--- config.mk ---
export PLATFORM = sky130hd
export DESIGN_NAME = scaler_ctrl_flat
export DESIGN_NICKNAME = d
export VERILOG_FILES = /design/src/rtl/scaler_pkg.sv /design/src/rtl/scaler_ctrl_if.sv /design/src/rtl/scaler_ctrl_key_debounce.sv /design/src/rtl/scaler_ctrl.sv /design/src/flat_wrapper.sv
export SDC_FILE = /design/constraint.sdc
export NUM_CORES = 1
export LEC_CHECK = 0
export ABC_CLOCK_PERIOD_IN_PS = 2350
export CELL_PAD_IN_SITES_DETAIL_PLACEMENT = 0
export CELL_PAD_IN_SITES_GLOBAL_PLACEMENT = 1
export CORE_AREA = 2 2 71 73
export DETAILED_ROUTE_END_ITERATION = 6
export DIE_AREA = 0 0 73 75
export HOLD_SLACK_MARGIN = 0.06
export PLACE_DENSITY = 0.8
export SETUP_SLACK_MARGIN = 0.02
export SLEW_MARGIN = 25
export SYNTH_ARGS = -nofsm -noshare
export SYNTH_HDL_FRONTEND = slang
export SYNTH_SLANG_ARGS = --single-unit
--- constraint.sdc ---
create_clock -name CLOCK_50 -period 2.35 [get_ports CLOCK_50]
set_clock_uncertainty 0.2 [all_clocks]
set_input_delay 0.47 -clock CLOCK_50 [delete_from_list [all_inputs] [get_ports CLOCK_50]]
set_output_delay 0.47 -clock CLOCK_50 [all_outputs]
set_load 0.01 [all_outputs]
--- src/rtl/scaler_pkg.sv ---
// rtl/scaler_pkg.sv - shared codes for the scaler controller and the display decoder
package scaler_pkg;

    typedef enum logic [1:0] {
        NN = 2'd0,
        PR = 2'd1,
        DC = 2'd2,
        BA = 2'd3
    } algorithm_e;

    typedef enum logic [1:0] {
        Z1X = 2'd0,
        Z2X = 2'd1,
        Z4X = 2'd2,
        Z8X = 2'd3
    } zoom_e;

    typedef enum logic [1:0] {
        IDLE  = 2'd0,
        START = 2'd1,
        WAIT  = 2'd2
    } state_e;

endpackage

--- src/rtl/scaler_ctrl_if.sv ---
// rtl/scaler_ctrl_if.sv - controller to scaling-engine job handshake
interface scaler_ctrl_if;
    logic       ENGINE_START;
    logic       ENGINE_DONE;
    logic [1:0] ALGORITHM;
    logic [1:0] ZOOM_LEVEL;

    modport master (output ENGINE_START, ALGORITHM, ZOOM_LEVEL, input ENGINE_DONE);
    modport slave  (input ENGINE_START, ALGORITHM, ZOOM_LEVEL, output ENGINE_DONE);
endinterface

--- src/rtl/scaler_ctrl_key_debounce.sv ---
// rtl/scaler_ctrl_key_debounce.sv - key synchroniser, stability filter under SCALER_CTRL_DEBOUNCE_EN
module key_debounce #(
    parameter int unsigned DEBOUNCE_CYCLES = 1000000
) (
    input  logic clk_i,
    input  logic rst_i,
    input  logic key_n_i,
    output logic level_o
);

    // Reset to the pressed level so a key held through reset never looks like a new press.
    logic [1:0] sync_q;

    always_ff @(posedge clk_i) begin
        if (rst_i) begin
            sync_q <= 2'b00;
        end else begin
            sync_q <= {sync_q[0], key_n_i};
        end
    end

`ifdef SCALER_CTRL_DEBOUNCE_EN
    localparam int unsigned CW = (DEBOUNCE_CYCLES > 1) ? $clog2(DEBOUNCE_CYCLES) : 1;

    logic [CW-1:0] cnt_q, cnt_d;
    logic          stable_q, stable_d;

    always_comb begin
        cnt_d    = '0;
        stable_d = stable_q;
        if (sync_q[1] != stable_q) begin
            if (cnt_q == CW'(DEBOUNCE_CYCLES - 1)) begin
                stable_d = sync_q[1];
            end else begin
                cnt_d = cnt_q + CW'(1);
            end
        end
    end

    always_ff @(posedge clk_i) begin
        if (rst_i) begin
            cnt_q    <= '0;
            stable_q <= 1'b0;
        end else begin
            cnt_q    <= cnt_d;
            stable_q <= stable_d;
        end
    end

    assign level_o = ~stable_q;
`else
    assign level_o = ~sync_q[1];
`endif

endmodule

--- src/rtl/scaler_ctrl.sv ---
// rtl/scaler_ctrl.sv - zoom/algorithm job controller; key filtering selected by SCALER_CTRL_DEBOUNCE_EN
module scaler_ctrl
    import scaler_pkg::*;
#(
    parameter int unsigned DEBOUNCE_CYCLES = 1000000,
    parameter int unsigned TIMEOUT_CYCLES  = 50000000
) (
    input  logic                 CLOCK_50,
    input  logic                 RESET,
    input  logic                 KEY_ZOOM_IN,
    input  logic                 KEY_ZOOM_OUT,
    input  logic [1:0]           SW_ALGORITHM,
    scaler_ctrl_if.master        eng,
    output logic                 BUSY,
    output logic                 ERROR
);

    localparam int unsigned TW = (TIMEOUT_CYCLES > 1) ? $clog2(TIMEOUT_CYCLES) : 1;

    state_e          state_q, state_d;
    logic [1:0]      alg_q, alg_d;
    logic [1:0]      zoom_q, zoom_d;
    logic            err_q, err_d;
    logic [1:0]      pend_q, pend_d;
    logic [TW-1:0]   tmo_q, tmo_d;
    logic [1:0]      sw_meta_q, sw_sync_q;
    logic [1:0]      key_prev_q;
    logic [1:0]      key_lvl;
    logic [1:0]      press;
    logic            go_in, go_out, zoom_up, zoom_dn, alg_chg;

    key_debounce #(.DEBOUNCE_CYCLES(DEBOUNCE_CYCLES)) u_key_in (
        .clk_i   (CLOCK_50),
        .rst_i   (RESET),
        .key_n_i (KEY_ZOOM_IN),
        .level_o (key_lvl[1])
    );

    key_debounce #(.DEBOUNCE_CYCLES(DEBOUNCE_CYCLES)) u_key_out (
        .clk_i   (CLOCK_50),
        .rst_i   (RESET),
        .key_n_i (KEY_ZOOM_OUT),
        .level_o (key_lvl[0])
    );

    // Bit 1 is zoom-in, bit 0 zoom-out, both in press and in the pending slot.
    assign press = key_lvl & ~key_prev_q;

    always_comb begin
        state_d = state_q;
        alg_d   = alg_q;
        zoom_d  = zoom_q;
        err_d   = err_q;
        pend_d  = pend_q;
        tmo_d   = tmo_q;
        go_in   = press[1] | pend_q[1];
        go_out  = press[0] | pend_q[0];
        zoom_up = go_in & ~go_out & (zoom_q != Z8X);
        zoom_dn = go_out & ~go_in & (zoom_q != Z1X);
        alg_chg = (sw_sync_q != alg_q);

        unique case (state_q)
            IDLE: begin
                pend_d = '0;
                tmo_d  = '0;
                if (zoom_up || zoom_dn || alg_chg) begin
                    alg_d   = sw_sync_q;
                    state_d = START;
                    if (zoom_up) begin
                        zoom_d = zoom_q + 2'd1;
                    end else if (zoom_dn) begin
                        zoom_d = zoom_q - 2'd1;
                    end
                end
            end
            START: begin
                tmo_d   = '0;
                state_d = WAIT;
            end
            WAIT: begin
                // Done has priority over a timeout expiring in the same cycle.
                if (eng.ENGINE_DONE) begin
                    err_d   = 1'b0;
                    state_d = IDLE;
                end else if (tmo_q == TW'(TIMEOUT_CYCLES - 1)) begin
                    err_d   = 1'b1;
                    state_d = IDLE;
                end else begin
                    tmo_d = tmo_q + TW'(1);
                end
            end
            default: state_d = IDLE;
        endcase

        if (state_q != IDLE && pend_q == 2'b00) begin
            pend_d = press;
        end
    end

    always_ff @(posedge CLOCK_50) begin
        if (RESET) begin
            state_q    <= IDLE;
            alg_q      <= NN;
            zoom_q     <= Z1X;
            err_q      <= 1'b0;
            pend_q     <= '0;
            tmo_q      <= '0;
            sw_meta_q  <= '0;
            sw_sync_q  <= '0;
            key_prev_q <= 2'b11;
        end else begin
            state_q    <= state_d;
            alg_q      <= alg_d;
            zoom_q     <= zoom_d;
            err_q      <= err_d;
            pend_q     <= pend_d;
            tmo_q      <= tmo_d;
            sw_meta_q  <= SW_ALGORITHM;
            sw_sync_q  <= sw_meta_q;
            key_prev_q <= key_lvl;
        end
    end

    assign eng.ENGINE_START = (state_q == START);
    assign eng.ALGORITHM    = alg_q;
    assign eng.ZOOM_LEVEL   = zoom_q;
    assign BUSY             = (state_q != IDLE);
    assign ERROR            = err_q;

endmodule

--- src/flat_wrapper.sv ---
// flat-port wrapper written by rule: the top's interface ports become plain ports
module scaler_ctrl_flat import scaler_pkg::*;
#(
    parameter int unsigned DEBOUNCE_CYCLES = 1000000,
    parameter int unsigned TIMEOUT_CYCLES  = 50000000
)
  (CLOCK_50, RESET, KEY_ZOOM_IN, KEY_ZOOM_OUT, SW_ALGORITHM, BUSY, ERROR, eng_ENGINE_START, eng_ALGORITHM, eng_ZOOM_LEVEL, eng_ENGINE_DONE);
  scaler_ctrl_if eng_i ();
  input  logic CLOCK_50;
  input  logic RESET;
  input  logic KEY_ZOOM_IN;
  input  logic KEY_ZOOM_OUT;
  input  logic [1:0] SW_ALGORITHM;
  output logic BUSY;
  output logic ERROR;
  output wire logic [$bits(eng_i.ENGINE_START)-1:0] eng_ENGINE_START;
  output wire logic [$bits(eng_i.ALGORITHM)-1:0] eng_ALGORITHM;
  output wire logic [$bits(eng_i.ZOOM_LEVEL)-1:0] eng_ZOOM_LEVEL;
  input wire logic [$bits(eng_i.ENGINE_DONE)-1:0] eng_ENGINE_DONE;
  assign eng_ENGINE_START = eng_i.ENGINE_START;
  assign eng_ALGORITHM = eng_i.ALGORITHM;
  assign eng_ZOOM_LEVEL = eng_i.ZOOM_LEVEL;
  assign eng_i.ENGINE_DONE = eng_ENGINE_DONE;
  scaler_ctrl #(.DEBOUNCE_CYCLES(DEBOUNCE_CYCLES), .TIMEOUT_CYCLES(TIMEOUT_CYCLES)) u_core (.CLOCK_50(CLOCK_50), .RESET(RESET), .KEY_ZOOM_IN(KEY_ZOOM_IN), .KEY_ZOOM_OUT(KEY_ZOOM_OUT), .SW_ALGORITHM(SW_ALGORITHM), .eng(eng_i), .BUSY(BUSY), .ERROR(ERROR));
endmodule
==> impl_metrics.tcl <==
set metrics [dict create \
    status "finished, final reports clean" \
    root_buffer "clkbuf_8" \
    die_w_um 73 \
    max_stage_delay_ps 490 \
    rows 25 \
    path_class "reg -> reg" \
    clk_pin_slew_ps 80 \
    first_pass_iters 4 \
    wl_mm 4.405 \
    ant_nets 0 \
    maxCapViolCount 0 \
    cts_max_level 2 \
    worst_path_max_delay_cell "nor4_1" \
    io_buffers 13 \
    route.detailed.drc 0 \
    antenna_found_initial 0 \
    cts_max_path_buffers 2 \
    most-common-layout-cells "dfxtp_1, nand2_1, a21oi_1" \
    r2r_start "u_core.tmo_q[7]" \
    overflow 0 \
    async_reset_ff_frac 0 \
    syn-num-nets 236 \
    num_vias 1763 \
    hold_start "u_core.u_key_out.sync_q[1]" \
    clkLatencyLatePin_ps 300 \
    synth_top_area_share 0.4447 \
    viasPerCell 5.724 \
    yosysWarningCount 0 \
    r2r_slack_ps 140 \
    grt_max_degree 15 \
    post_cts_buffers 0 \
    holdBufCountCts 0 \
    fin_nets 261 \
    end_kind "flop" \
    fmax_ghz 0.4519 \
    place_congestion 0.7934 \
    final_common_cell "dfxtp_1" \
    pre_cts_ws_ps -9.257 \
    cts_sinks 45 \
    syn2layout_area_growth_pct 18.78 \
    drt_iter0_drc 45 \
    cts_resized 0 \
    crit_fanout 13 \
    final.setup.worst_slack_ps 136.9 \
    p_leak_nw 0.8780 \
    drive_gt1_frac 0.1339 \
    crit_buf_inv 1 \
    r2r_end "u_core.tmo_q[3]" \
    fillerInstances 460 \
    whs_path_depth 1 \
    synth_edf_count 0 \
    fp.dieH_um 75 \
    synth_largest_area_cell "dfxtp_1" \
    grt_pass1_wl_mm 7.238 \
    timing.final.hold_violations 0 \
    fin_setup_tns_ps 0 \
    ff2ff_path_depth 6 \
    min_period_over_period 0.9417 \
    ys_top_cells_by_area "dfxtp_1, nand2_1, a21oi_1" \
    grt_setup_unrepaired "no" \
    ios 14 \
    cts_tree "built" \
    critPathLaunchType "flop" \
    power_density_nw_per_um2 633.2 \
    tritoncts.num_buffers 5 \
    antenna_cells 0 \
    syn_area_um2 2026 \
    initial_core_util 0.4346 \
    ys_seq_area_frac 0.4447 \
    syn_inst 228 \
    crit_family "simple AND/OR/NAND/NOR gates" \
    crit_required_ps 2380 \
    dieArea_um2 5475 \
    tightest_slew_ps 467.3 \
    ys_ff_latch 45 \
    slew_viol_final 0 \
    fin_crit_ps 2213 \
    dp_hpwl_mm 3.199 \
    crit_chain "nor4_1 -> nand3_1 -> o21ai_4 -> buf_4 -> o21ai_0 -> a21oi_1" \
    grt_pass1_vias 1624 \
    holdCritPathClass "reg -> reg" \
    arrival_ps 2240 \
    synth_cell_types 49 \
    wl_per_cell_um 14.30 \
    grt_util_all_layers 0.1708 \
    relSlewSlack 0.6856 \
    synth.avg_cell_area_um2 8.885 \
    vdd_ir_drop_max_v 0.0003051 \
    coreArea_um2 4661 \
    min_to "u_core.key_prev_q[0]" \
    setup_viol 0 \
    synthFlopType "dfxtp_1" \
]
## cell families (layout without fill, tap and decap cells)
| logic type | after synthesis | in the layout | share of synthesized area |
|---|---|---|---|
| AND/OR/NAND/NOR | 105 | 105 | 0.3014 |
| AO/OA/AOI/OAI | 58 | 58 | 0.1878 |
| flip-flops | 45 | 45 | 0.4447 |
| buffers and inverters | 13 | 39 | 0.03211 |
| XOR/XNOR | 4 | 4 | 0.01729 |
| multiplexers | 2 | 2 | 0.01050 |
| adder cells (fa/ha/maj) | 1 | 1 | 0.006176 |
## report_power, final
part	switching, mW	internal, mW
registers	0.00994	0.776
clock network	0.260	0.346
logic	0.0720	0.0604
## cell type report
| cell class | instances | area, um^2 | area share |
|---|---|---|---|
| multi-input combinational | 170 | 1067 | 0.4436 |
| sequential | 45 | 900.9 | 0.3744 |
| timing repair buffer | 27 | 235.2 | 0.09776 |
| clock buffer | 6 | 82.58 | 0.03432 |
| tap | 54 | 67.56 | 0.02808 |
| clock inverter | 2 | 37.54 | 0.01560 |
| inverter | 4 | 15.01 | 0.006240 |
## state kept, by name (all words and copies together), names as in the netlist
name,cells
u_core.ERROR,1
u_core.key_prev_q,2
u_core.tmo_q,26
u_core.eng.ZOOM_LEVEL,2
u_core.u_key_in.sync_q,2
u_core.state_q,2
u_core.eng.ALGORITHM,2
u_core.sw_sync_q,2
u_core.sw_meta_q,2
u_core.pend_q,2
u_core.u_key_out.sync_q,2
## worst max path at each step
stage	start	to	slack [ps]	cells past startpoint
final	u_core.tmo_q[7]	u_core.tmo_q[3]	140	6
after global routing	u_core.tmo_q[7]	u_core.tmo_q[24]	40	6
after CTS	u_core.tmo_q[7]	u_core.tmo_q[3]	100	6
after detailed placement	eng_ENGINE_DONE	u_core.tmo_q[5]	-9	6
after global placement	eng_ENGINE_DONE	u_core.tmo_q[5]	60	6
after floorplan	u_core.tmo_q[0]	u_core.tmo_q[22]	320	6
## through the flow
step                  util  power, mW  cell area [um^2]  hold slack, ps  std cells
finish              0.5162      1.523              2406           186.8        308
CTS                 0.5146      1.542              2399           190.0        308
detailed placement  0.4889     0.9351              2278           167.0        300
floorplan                -     0.8720              2026           158.1        228
global placement    0.4889     0.9335              2278           165.1        300
global route        0.5162      1.586              2406           208.4        308
## worst register-to-register path, delay by kind of cell, from the launching register on
| kind | cells | cell delay [ps] |
|---|---|---|
| buffers and inverters | 1 | 250 |
| AO/OA/AOI/OAI | 3 | 600 |
| flip-flops | 1 | 390 |
| AND/OR/NAND/NOR | 2 | 730 |
## Yosys cell counts (6+ instances only)
| library cell | instances |
|---|---|
| o31ai_1 | 6 |
| a21oi_1 | 17 |
| nand2_1 | 25 |
| nor2b_1 | 12 |
| or3_1 | 7 |
| or4_1 | 8 |
| o21ai_0 | 11 |
| dfxtp_1 | 45 |
| nand4_1 | 6 |
| nor2_1 | 8 |
| o211ai_1 | 6 |
| nand3_1 | 10 |
## metal layers
| metal | GRT usage | up-vias | routed length (um) |
|---|---|---|---|
| met5 | 0 | - | 0 |
| met4 | 0.07407 | 0 | 53 |
| met3 | 0.02811 | 7 | 122 |
| met2 | 0.3033 | 21 | 2144 |
| met1 | 0.2036 | 827 | 2085 |
| li1 | - | 908 | - |
(Power assumes the default switching activity.)
